===== config.mk =====
export PLATFORM = sky130hd
export DESIGN_NAME = lcd_refresh_ctrl_flat
export DESIGN_NICKNAME = d
export VERILOG_FILES = /design/src/rtl/lcd_refresh_ctrl_if.sv /design/src/rtl/lcd_refresh_ctrl.sv /design/src/flat_wrapper.sv
export SDC_FILE = /design/constraint.sdc
export NUM_CORES = 1
export LEC_CHECK = 0
export ABC_AREA = 0
export CAP_MARGIN = 10
export CORE_MARGIN = 5
export CORE_UTILIZATION = 49
export CTS_CLUSTER_DIAMETER = 50
export DETAILED_ROUTE_END_ITERATION = 10
export PLACE_DENSITY = 0.85
export SLEW_MARGIN = 20
export SYNTH_ARGS = -nofsm -noshare
export SYNTH_HDL_FRONTEND = slang
export SYNTH_SLANG_ARGS = --single-unit

===== constraint.sdc =====
create_clock -name clk -period 4.5 [get_ports clk]
set_input_delay 0.9 -clock clk [delete_from_list [all_inputs] [get_ports clk]]
set_output_delay 0.9 -clock clk [all_outputs]
set_load 0.02 [all_outputs]

===== src/rtl/lcd_refresh_ctrl_if.sv =====
// Frame-buffer read port: lcd_refresh_ctrl is the master, FrameBuffer the slave.
interface lcd_refresh_ctrl_if;
    logic [9:0] frame_address;
    logic       send_next_data;
    logic [7:0] frame_data;
    logic       busy;

    modport master (
        output frame_address,
        output send_next_data,
        input  frame_data,
        input  busy
    );

    modport slave (
        input  frame_address,
        input  send_next_data,
        output frame_data,
        output busy
    );
endinterface


===== src/rtl/lcd_refresh_ctrl.sv =====
// Streams a 128x64 mono frame from the frame buffer to a dual-chip KS0108-style panel.
// Optional build macro LCD_AUTO_REFRESH_EN: refresh loops continuously after the first start.
module lcd_refresh_ctrl #(
    parameter int unsigned RST_CYCLES = 16,
    parameter int unsigned E_HALF     = 4,
    parameter int unsigned RD_LAT     = 1
) (
    input  logic               clk,
    input  logic               reset_n,
    input  logic               start_refresh,
    lcd_refresh_ctrl_if.master fb,
    output logic [7:0]         lcd_db,
    output logic               lcd_rs,
    output logic               lcd_rw,
    output logic               lcd_e,
    output logic               lcd_cs1,
    output logic               lcd_cs2,
    output logic               lcd_rst_n,
    output logic               active,
    output logic               refresh_done
);
    localparam int unsigned StrbLen = 2 * E_HALF;
    localparam int unsigned StrbW   = (StrbLen > 1) ? $clog2(StrbLen) : 1;
    localparam int unsigned RstW    = (RST_CYCLES > 1) ? $clog2(RST_CYCLES) : 1;
    localparam int unsigned LatW    = (RD_LAT > 1) ? $clog2(RD_LAT) : 1;

    typedef enum logic [2:0] {
        StRstWait,
        StInit,
        StIdle,
        StSetPage,
        StSetCol,
        StFetch,
        StLat,
        StWrite
    } state_e;

    state_e           state_q, state_d;
    logic [RstW-1:0]  rst_cnt_q, rst_cnt_d;
    logic [StrbW-1:0] strb_cnt_q, strb_cnt_d;
    logic [LatW-1:0]  lat_cnt_q, lat_cnt_d;
    logic             init_step_q, init_step_d;
    logic [2:0]       page_q, page_d;
    logic             chip_q, chip_d;
    logic [5:0]       col_q, col_d;
    logic [7:0]       data_q, data_d;
    logic             done_q, done_d;
    logic             send_req;
    logic             strobing;
    logic             strb_last;

    assign strobing  = (state_q == StInit) || (state_q == StSetPage) ||
                       (state_q == StSetCol) || (state_q == StWrite);
    assign strb_last = strobing && (strb_cnt_q == StrbW'(StrbLen - 1));

    always_ff @(posedge clk or negedge reset_n) begin
        if (!reset_n) begin
            state_q     <= StRstWait;
            rst_cnt_q   <= '0;
            strb_cnt_q  <= '0;
            lat_cnt_q   <= '0;
            init_step_q <= 1'b0;
            page_q      <= '0;
            chip_q      <= 1'b0;
            col_q       <= '0;
            data_q      <= '0;
            done_q      <= 1'b0;
        end else begin
            state_q     <= state_d;
            rst_cnt_q   <= rst_cnt_d;
            strb_cnt_q  <= strb_cnt_d;
            lat_cnt_q   <= lat_cnt_d;
            init_step_q <= init_step_d;
            page_q      <= page_d;
            chip_q      <= chip_d;
            col_q       <= col_d;
            data_q      <= data_d;
            done_q      <= done_d;
        end
    end

    always_comb begin
        state_d     = state_q;
        rst_cnt_d   = rst_cnt_q;
        lat_cnt_d   = lat_cnt_q;
        init_step_d = init_step_q;
        page_d      = page_q;
        chip_d      = chip_q;
        col_d       = col_q;
        data_d      = data_q;
        done_d      = 1'b0;
        send_req    = 1'b0;
        // Strobe phase counter runs only inside strobing states and restarts per strobe
        strb_cnt_d  = strobing ? (strb_last ? '0 : strb_cnt_q + StrbW'(1)) : '0;

        case (state_q)
            StRstWait: begin
                if (rst_cnt_q == RstW'(RST_CYCLES - 1)) begin
                    rst_cnt_d = '0;
                    state_d   = StInit;
                end else begin
                    rst_cnt_d = rst_cnt_q + RstW'(1);
                end
            end
            StInit: begin
                if (strb_last) begin
                    init_step_d = ~init_step_q;
                    if (init_step_q) state_d = StIdle;
                end
            end
            StIdle: begin
                if (start_refresh) begin
                    page_d  = '0;
                    chip_d  = 1'b0;
                    col_d   = '0;
                    state_d = StSetPage;
                end
            end
            StSetPage: if (strb_last) state_d = StSetCol;
            StSetCol:  if (strb_last) state_d = StFetch;
            StFetch: begin
                if (!fb.busy) begin
                    send_req  = 1'b1;
                    lat_cnt_d = '0;
                    state_d   = StLat;
                end
            end
            StLat: begin
                // busy is ignored here: an issued request always completes
                if (lat_cnt_q == LatW'(RD_LAT - 1)) begin
                    data_d  = fb.frame_data;
                    state_d = StWrite;
                end else begin
                    lat_cnt_d = lat_cnt_q + LatW'(1);
                end
            end
            StWrite: begin
                if (strb_last) begin
                    if (col_q != 6'd63) begin
                        col_d   = col_q + 6'd1;
                        state_d = StFetch;
                    end else if (!chip_q) begin
                        chip_d  = 1'b1;
                        col_d   = '0;
                        state_d = StSetPage;
                    end else if (page_q != 3'd7) begin
                        chip_d  = 1'b0;
                        col_d   = '0;
                        page_d  = page_q + 3'd1;
                        state_d = StSetPage;
                    end else begin
                        chip_d  = 1'b0;
                        col_d   = '0;
                        page_d  = '0;
                        done_d  = 1'b1;
`ifdef LCD_AUTO_REFRESH_EN
                        state_d = StSetPage;
`else
                        state_d = StIdle;
`endif
                    end
                end
            end
            default: state_d = StRstWait;
        endcase
    end

    always_comb begin
        case (state_q)
            StInit:    lcd_db = init_step_q ? 8'hC0 : 8'h3F;
            StSetPage: lcd_db = {5'b10111, page_q};
            StSetCol:  lcd_db = 8'h40;
            StWrite:   lcd_db = data_q;
            default:   lcd_db = 8'h00;
        endcase
    end

    assign lcd_rs    = (state_q == StWrite);
    assign lcd_rw    = 1'b0;
    assign lcd_e     = strobing && (strb_cnt_q >= StrbW'(E_HALF));
    assign lcd_cs1   = strobing && ((state_q == StInit) || !chip_q);
    assign lcd_cs2   = strobing && ((state_q == StInit) || chip_q);
    assign lcd_rst_n = (state_q != StRstWait);
    assign active    = (state_q == StSetPage) || (state_q == StSetCol) ||
                       (state_q == StFetch) || (state_q == StLat) || (state_q == StWrite);
    assign refresh_done = done_q;

    assign fb.send_next_data = send_req;
    assign fb.frame_address  = {page_q, chip_q, col_q};
endmodule


===== src/flat_wrapper.sv =====
// flat-port wrapper written by rule: the top's interface ports become plain ports
module lcd_refresh_ctrl_flat 
#(
    parameter int unsigned RST_CYCLES = 16,
    parameter int unsigned E_HALF     = 4,
    parameter int unsigned RD_LAT     = 1
)
  (clk, reset_n, start_refresh, lcd_db, lcd_rs, lcd_rw, lcd_e, lcd_cs1, lcd_cs2, lcd_rst_n, active, refresh_done, fb_frame_address, fb_send_next_data, fb_frame_data, fb_busy);
  lcd_refresh_ctrl_if fb_i ();
  input  logic clk;
  input  logic reset_n;
  input  logic start_refresh;
  output logic [7:0] lcd_db;
  output logic lcd_rs;
  output logic lcd_rw;
  output logic lcd_e;
  output logic lcd_cs1;
  output logic lcd_cs2;
  output logic lcd_rst_n;
  output logic active;
  output logic refresh_done;
  output wire logic [$bits(fb_i.frame_address)-1:0] fb_frame_address;
  output wire logic [$bits(fb_i.send_next_data)-1:0] fb_send_next_data;
  input wire logic [$bits(fb_i.frame_data)-1:0] fb_frame_data;
  input wire logic [$bits(fb_i.busy)-1:0] fb_busy;
  assign fb_frame_address = fb_i.frame_address;
  assign fb_send_next_data = fb_i.send_next_data;
  assign fb_i.frame_data = fb_frame_data;
  assign fb_i.busy = fb_busy;
  lcd_refresh_ctrl #(.RST_CYCLES(RST_CYCLES), .E_HALF(E_HALF), .RD_LAT(RD_LAT)) u_core (.clk(clk), .reset_n(reset_n), .start_refresh(start_refresh), .fb(fb_i), .lcd_db(lcd_db), .lcd_rs(lcd_rs), .lcd_rw(lcd_rw), .lcd_e(lcd_e), .lcd_cs1(lcd_cs1), .lcd_cs2(lcd_cs2), .lcd_rst_n(lcd_rst_n), .active(active), .refresh_done(refresh_done));
endmodule

### After elaboration in Yosys (flattened, before gate mapping)

Cells that the tools add are included.
W data, S select, Z words.

* magnitude comparators: 1
* reduce and logical (&&, ||, !) cells: 25
* add/subtract/negate cells: 5
* eq/ne operators: 22
* bitwise gates (word level): 2
* muxes and demuxes: 43

Operators with widths (count)
* $mux W3: 18
* $pmux W8 S4: 1
* $pmux W3 S8: 1
* $mux W6: 3
* $eq A3 B3 Y1 const B: 5
* $mux W1: 14
* $ne A2 B1 Y1 const B: 7
* $pmux W6 S2: 1
* $logic_or A1 B1 Y1: 9
* $reduce_and A9 Y1: 1
* $mux W8: 1
* $ne A2 B2 Y1 const B: 4
* $add A3 B1 Y3 const B: 2
* $add A6 B1 Y6 const B: 1
* $eq A3 B2 Y1 const B: 2
* $ne A6 B6 Y1 const B: 1
* $pmux W3 S2: 1
* $reduce_and A2 Y1: 3
* $reduce_and A5 Y1: 1
* $add A4 B1 Y4 const B: 1
* $eq A4 B4 Y1 const B: 1
* $logic_and A1 B1 Y1: 4
* $mux W4: 1
* $pmux W1 S2: 2
* 11 further kinds: 13

* register bits: 31
* word-level logic and storage cells: 108

### Depth between registers and ports, before layout

Gate-level depths: netlist of run 1.

* depth in word-level cells: 7
* mapped depth: 7
* depth with buffers taken out: 6

### Worst setup path before layout of run 1

OpenSTA, ideal clock, no wires.

* kind: reg-to-output
* start point: reg u_core.state_q[1]
* end point: out fb_send_next_data
* path buffers: 3
* cell stages (with the launch flop): 5
* slack: 2025 ps
* arrival time: 1575 ps
* path through: dfrtp_1 -> buf_6 -> clkbuf_4 -> clkbuf_1 -> nor4_1

* word-level cells in the longest chain between the ends: 2

Ends and longest elaborated chain
* start: declaration: RTL line lcd_refresh_ctrl.sv:38 `state_e state_q, state_d;`
* start signal: assignment: RTL line lcd_refresh_ctrl.sv:58 `state_q <= StRstWait;`
* start signal: assignment: RTL line lcd_refresh_ctrl.sv:69 `state_q <= state_d;`
* $eq A3 B3 Y1: RTL line lcd_refresh_ctrl.sv:96 `case (state_q)`
* $mux W1: RTL line lcd_refresh_ctrl.sv:96
* end: declaration: RTL line flat_wrapper.sv:23 `output wire logic [$bits(fb_i.send_next_data)-1:0] fb_send_next_data;`

Every way passes these cells.

### Worst setup path in the final report of run 1

* start point: reg u_core.state_q[1]
* end point: out lcd_e

* word-level cells in the longest chain between the ends: 5
* elaborated cells between the ends (all ways): 8
* those cells by class: 4 x eq/ne; 4 x reduce/logical

Ends and longest elaborated chain
* $eq A3 B1 Y1 or $eq A3 B2 Y1 (tied branches): RTL line lcd_refresh_ctrl.sv:52 `assign strobing = (state_q == StInit) || (state_q == StSetPage) ||`
* $logic_or A1 B1 Y1 (2 in a row): RTL line lcd_refresh_ctrl.sv:52
* $logic_or A1 B1 Y1 *: RTL line lcd_refresh_ctrl.sv:53 `(state_q == StSetCol) || (state_q == StWrite);`
* $logic_and A1 B1 Y1 *: RTL line lcd_refresh_ctrl.sv:180 `assign lcd_e = strobing && (strb_cnt_q >= StrbW'(E_HALF));`
* end: declaration: RTL line flat_wrapper.sv:16 `output logic lcd_e;`

Mark *: on every way between the ends. The rest lies on a longest branch, timed or not.

==> reports/qor.csv, run 1 <==
stage,metric,value,unit
logic_synthesis,synth.largest_area_cell,dfrtp_1,
timing,tns,0,ns
clock_tree,clock_sinks,30,
timing,rsz0062_at_grt,no,
timing,drv_slew,0,
final_layout,multi_input_area,896,um^2
logic_synthesis,ys_ff_latch,30,
final_layout,drive_gt1_share,15.6,%
clock_tree,cts_tree,done,
route,dr.pass1.iters,4,
final_layout,num_antenna_cells,0,
final_layout,fill_cells,284,
place,place_hpwl,2620,um
clock_tree,numCtsBuffers,5,
floorplanning,io_pins,39,
floorplanning,die_area,0.00487,mm^2
job,cap_violations,0,
power_and_ir_drop,power,1.27,mW
timing,finalSetupViolCount,0,
outcome,run_status,finished clean,
logic_synthesis,synth_nets,194,
power_and_ir_drop,leakage,0.962,nW
power_and_ir_drop,ir_drop,0.373,mV
worst_setup_path,setup.worst_path.end_class,primary output,
logic_synthesis,yosysUniqueCellTypes,52,
clock_tree,clock_latency,0.33,ns
final_layout,final_nets,229,
global_routing,antenna_found_initial,0,
floorplanning,core_area,0.00339,mm^2
logic_synthesis,ys_top_cells_by_count,"dfrtp_1, nand2_1, a21oi_1",
logic_synthesis,ys_warn_count,0,
clock_tree,clkTransAtPathRegs,0.09,ns
final_layout,regArea,751,um^2
route,vias_per_cell,5.54,
worst_setup_path,crit_type,reg -> out,
route,vias,1430,
logic_synthesis,synthTopCellsByArea,"dfrtp_1, mux2_2, ha_1",
timing,period_share,73.6,%
floorplanning,start_util,51.6,%
worst_setup_path,cp_max_fo,29,
global_routing,grt_max_degree,31,
global_routing,grt-ovfl-total,0,
clock_tree,cts_root_buffer,clkbuf_4,
logic_synthesis,yosysMostFrequentCell,dfrtp_1,
clock_tree,h-tree-depth,2,
floorplanning,die_y,69.8,um
worst_hold_path,hp-class,reg -> reg,
clock_tree,clk_path_buf_depth,2,
floorplanning,die_w,69.8,um
global_routing,grt_pass1_vias,1379,
logic_synthesis,seq_area_frac_synth,42.9,%
logic_synthesis,syn_area,0.00175,mm^2
timing,timing.fmax,0.302,GHz
floorplanning,fp-row-count,21,
worst_setup_path,cp.arrival,2.41,ns
timing,worst_pin_slew,0.904,ns
global_routing,track_usage,15.9,%
timing,skew,0.00137,ns
global_routing,grt_pass1_wl,6310,um
route,routed_wl,3640,um
worst_setup_path,required,3.60,ns
route,post-route-drc-count,0,
final_layout,areaGrowthSynthToFinish,25.2,%
timing,max_slew_margin,39.8,%
logic_synthesis,synth-main-ff-cell,dfrtp_1,
logic_synthesis,synth_top_area_share,42.9,%
worst_setup_path,critPathLaunchType,flop,
route,drtAntennaViolNets,0,
power_and_ir_drop,power.density,580,mW/mm^2
place,place.gp.congestion,0.751,
clock_tree,post_cts_buffers,0,
logic_synthesis,async_flop_share,100,%
logic_synthesis,syn_inst,176,
clock_tree,ctsResizeCount,0,
place,port_buffers,37,
route,first_iter_violations,80,
route,wl_per_cell,14.1,um
timing,final.min_clock_period,3.31,ns
timing,hold_viol,0,
logic_synthesis,synth_edf_count,0,
clock_tree,cts_hold_repair.buffers,0,
logic_synthesis,syn_avg_cell_area,9.95,um^2
## stage by stage
stage,instances,setup slack [ns],util [%],hold WS (ns),instance area (um^2)
floorplan,176,2.03,-,0.415,1750
global placement,250,1.46,62.3,0.430,2110
finish,258,1.19,64.6,0.444,2190
detailed placement,250,1.44,62.3,0.437,2110
global route,258,0.987,64.6,0.474,2190
CTS,258,1.20,64.6,0.450,2190
## routing by layer
metal  global-route usage [%]  part of all wire, %
met1                     19.9                   46
met2                     25.2                   48
met3                     3.62                  3.2
met4                     8.72                  2.6
met5                        0                    0
## worst max-delay path, stage by stage (launching register included)
cell             delay (ns)
dfrtp_1                0.95
nor2_1                 0.18
a21oi_1                0.34
nor2b_1                0.08
clkdlybuf4s50_1        0.54
## sequential cells by signal, summed over array words and instances (netlist names)
register             count
u_core.init_step_q       1
u_core.chip_q            1
u_core.page_q            3
u_core.col_q             6
u_core.rst_cnt_q         4
u_core.refresh_done      1
u_core.data_q            8
u_core.state_q           3
u_core.strb_cnt_q        3
## final cells by class
| class | instances | area share, % |
|---|---|---|
| Clock buffer | 8 | 3.60 |
| Timing Repair Buffer | 38 | 17.2 |
| Sequential cell | 30 | 34.3 |
| Multi-Input combinational cell | 128 | 40.9 |
| Inverter | 8 | 1.37 |
| Tap cell | 46 | 2.63 |
## kinds of logic after synthesis
logic type / count (synthesis) / synth area share, %
simple gates: 57 / 17.9
compound gates: 45 / 16.8
flops: 30 / 42.9
buf+inv: 18 / 5.93
mux: 17 / 11.0
fa+ha+maj: 6 / 4.29
xor+xnor: 2 / 1.00
other cells: 1 / 0.214
## layout by cell type, fill, tap and decap left out, types with 3 or more instances in the layout
cell type,netlist,layout
a21oi_1,14,14
a31oi_1,3,3
clkbuf_4,1,5
clkbuf_8,0,3
clkdlybuf4s50_1,0,37
dfrtp_1,30,30
ha_1,6,6
inv_1,5,5
mux2_2,12,12
nand2_1,20,20
nand3_1,5,5
nor2_1,6,6
nor2b_1,3,3
nor3_1,4,4
nor3b_1,3,3
o21ai_0,13,13
## power by group
part           internal [mW]  switching, mW  leakage (nW)
clock                  0.107         0.0938        0.0446
combinational          0.328          0.318         0.563
sequential             0.342         0.0837         0.354
## worst paths after layout
kind	slack, ns	depth (start not counted)	start	to
min reg2reg	0.44	1	u_core.strb_cnt_q[0]	u_core.strb_cnt_q[0]
min in group asynchronous	0.95	2	reset_n	u_core.state_q[2]
min	0.44	1	u_core.strb_cnt_q[0]	u_core.strb_cnt_q[0]
max reg2reg	2.25	4	u_core.state_q[1]	u_core.page_q[0]
max	1.19	4	u_core.state_q[1]	lcd_e
max in group asynchronous	3.27	2	reset_n	u_core.page_q[2]
Power figures use the tool's default switching activity.
==> inputs of run 2 (changes only) <==
Settings changed: CORE_UTILIZATION 49 to 45, PLACE_DENSITY 0.85 to 0.82.
Clock period 4.5 ns to 2.81 ns, I/O delays scaled along.
==> reports/qor.csv, run 2 (same netlist as run 1, synthesis figures left out) <==
stage,metric,value,unit,change
timing,timing.fmax,0.376,GHz,
route,drtAntennaViolNets,0,,unchanged
place,port_buffers,37,,unchanged
global_routing,antenna_found_initial,0,,unchanged
route,vias,1422,,-0.56%
timing,tns,0,ns,unchanged
worst_setup_path,reg2reg_depth,5,,+1
clock_tree,clock_latency,0.28,ns,-0.05 ns
clock_tree,cts_hold_repair.buffers,0,,unchanged
timing,hold_viol,0,,unchanged
final_layout,post-route-util,60.7,%,-3.9 points
global_routing,grt-busiest-layer,met2,,
worst_hold_path,hp-class,reg -> reg,,
final_layout,largest_reg_flops,8,,unchanged
route,first_iter_violations,59,,-26%
final_layout,areaGrowthSynthToFinish,28.9,%,
global_routing,track_usage,15.8,%,-0.084 points
route,wl_per_cell,14.5,um,+2.9%
place,place_hpwl,2700,um,+3.0%
worst_setup_path,crit_slowest_cell,clkdlybuf4s50_1,,
clock_tree,clk_path_buf_depth,2,,unchanged
outcome,run_status,finished clean,,
worst_hold_path,holdPathStages,1,,unchanged
timing,final.min_clock_period,2.66,ns,
worst_setup_path,cp.arrival,2.10,ns,-0.31 ns
timing,finalSetupViolCount,0,,unchanged
floorplanning,start_util,47.1,%,-4.5 points
global_routing,grt_pass1_vias,1426,,+3.4%
global_routing,use_met3,4.43,%,+0.81 points
power_and_ir_drop,p_clk_share,18.7,%,+2.9 points
final_layout,final_nets,233,,+1.7%
floorplanning,fp-row-count,22,,+4.8%
power_and_ir_drop,ir_drop,0.723,mV,+93%
power_and_ir_drop,p_comb_share,50.8,%,about the same
clock_tree,numCtsBuffers,5,,unchanged
global_routing,grt_pass1_wl,6390,um,+1.2%
worst_setup_path,crit_type,reg -> out,,
clock_tree,ctsResizeCount,0,,unchanged
floorplanning,io_pins,39,,unchanged
floorplanning,die_y,72.4,um,+3.7%
floorplanning,die_w,72.4,um,+3.7%
power_and_ir_drop,leakage,0.993,nW,+3.2%
final_layout,regMostFlops,u_core.data_q,,
clock_tree,h-tree-depth,2,,unchanged
route,dr.pass1.iters,4,,unchanged
worst_setup_path,critPathLaunchType,flop,,
clock_tree,post_cts_buffers,0,,unchanged
worst_setup_path,slowest_delay,0.54,ns,-0.41 ns
global_routing,use_met2,25.2,%,about the same
place,place.gp.congestion,0.750,,-0.16%
timing,period_share,94.7,%,
worst_setup_path,cp_top_family,buffers and inverters,,
power_and_ir_drop,power.switching,809,uW,+63%
global_routing,grt_max_degree,31,,unchanged
floorplanning,core_area,0.00372,mm^2,+9.6%
power_and_ir_drop,power.density,951,mW/mm^2,+64%
power_and_ir_drop,internal_power,1.34,mW,+72%
worst_setup_path,cp_max_fo,17,,-41%
global_routing,grt-ovfl-total,0,,unchanged
final_layout,reg_top3,"u_core.data_q (8), u_core.col_q (6), u_core.rst_cnt_q (4)",,
route,post-route-drc-count,0,,unchanged
final_layout,num_antenna_cells,0,,unchanged
final_layout,drive_gt1_share,17.6,%,+2.0 points
timing,rsz0062_at_grt,no,,
timing,drv_slew,0,,unchanged
clock_tree,clkTransAtPathRegs,0.06,ns,-0.03 ns
power_and_ir_drop,power.share.switching,37.7,%,-1.2 points
global_routing,met1_usage,19.3,%,-0.59 points
worst_setup_path,path_buf_inv,2,,+1
clock_tree,cts_tree,done,,
power_and_ir_drop,p_seq_share,30.4,%,-3.1 points
route,routed_wl,3840,um,+5.3%
worst_setup_path,crit_chain,inv_2 -> nor2_1 -> a21oi_1 -> nor2b_1 -> clkdlybuf4s50_1,,
clock_tree,clock_sinks,30,,unchanged
final_layout,final_cell_mix,"clkdlybuf4s50_1, dfrtp_1, nand2_1, a21oi_1, o21ai_0",,
worst_setup_path,required,2.25,ns,-1.35 ns
timing,skew,0.00685,ns,+0.00549 ns
clock_tree,cts_root_buffer,clkbuf_8,,
power_and_ir_drop,power,2.15,mW,+69%
final_layout,final_common_cell,clkdlybuf4s50_1,,
job,cap_violations,0,,unchanged
route,vias_per_cell,5.39,,-2.8%
worst_setup_path,cp_num_cells,5,,+1
worst_setup_path,setup.worst_path.end_class,primary output,,
floorplanning,die_area,0.00524,mm^2,+7.6%
run 2: layer usage:
layer / vias to the layer above / routed length (um)
met3: 5 / 187
met1: 674 / 1740
met5: - / 0
met2: 35 / 1830
li1: 708 / -
met4: 0 / 87
run 2: layout make-up:
cell class,instances,area (um^2)
Sequential cell,30,752
Timing Repair Buffer,42,408
Tap cell,48,60.1
Multi-Input combinational cell,128,896
Clock buffer,8,110
Inverter,8,30.0
Fill cell,291,1460
run 2: through the flow:
step                      setup slack, ns  instance area (um^2)  cells  hold WS [ns]
after floorplan                     0.673                  1750    176         0.266
after global placement              0.439                  2140    256         0.429
after detailed placement            0.424                  2140    256         0.439
after CTS                           0.114                  2250    264         0.447
after global routing               0.0454                  2260    264         0.461
final                               0.148                  2260    264         0.442
run 2: power groups by stage:
stage | combinational, mW | clock (mW) | sequential, mW
CTS | 1.10 | 0.412 | 0.651
floorplan | 0.705 | 0 | 0.642
detailed placement | 1.09 | 0 | 0.654
finish | 1.09 | 0.402 | 0.653
global placement | 1.07 | 0 | 0.652
global route | 1.19 | 0.430 | 0.671
run 2: path summary, 6_finish.rpt:
path	from	to	slack (ns)
max	u_core.state_q[0]	lcd_e	0.15
min reg2reg	u_core.strb_cnt_q[0]	u_core.strb_cnt_q[0]	0.44
max reg2reg	u_core.state_q[1]	u_core.page_q[0]	0.87
min	u_core.strb_cnt_q[0]	u_core.strb_cnt_q[0]	0.44
max in group asynchronous	reset_n	u_core.state_q[2]	1.84
min in group asynchronous	reset_n	u_core.data_q[0]	0.67
==> inputs of run 3 (changes only) <==
Settings changed: CTS_CLUSTER_DIAMETER 50 to 200.
==> results of run 3 <==
Final layout, timing and power as in run 2 (identical DEF).
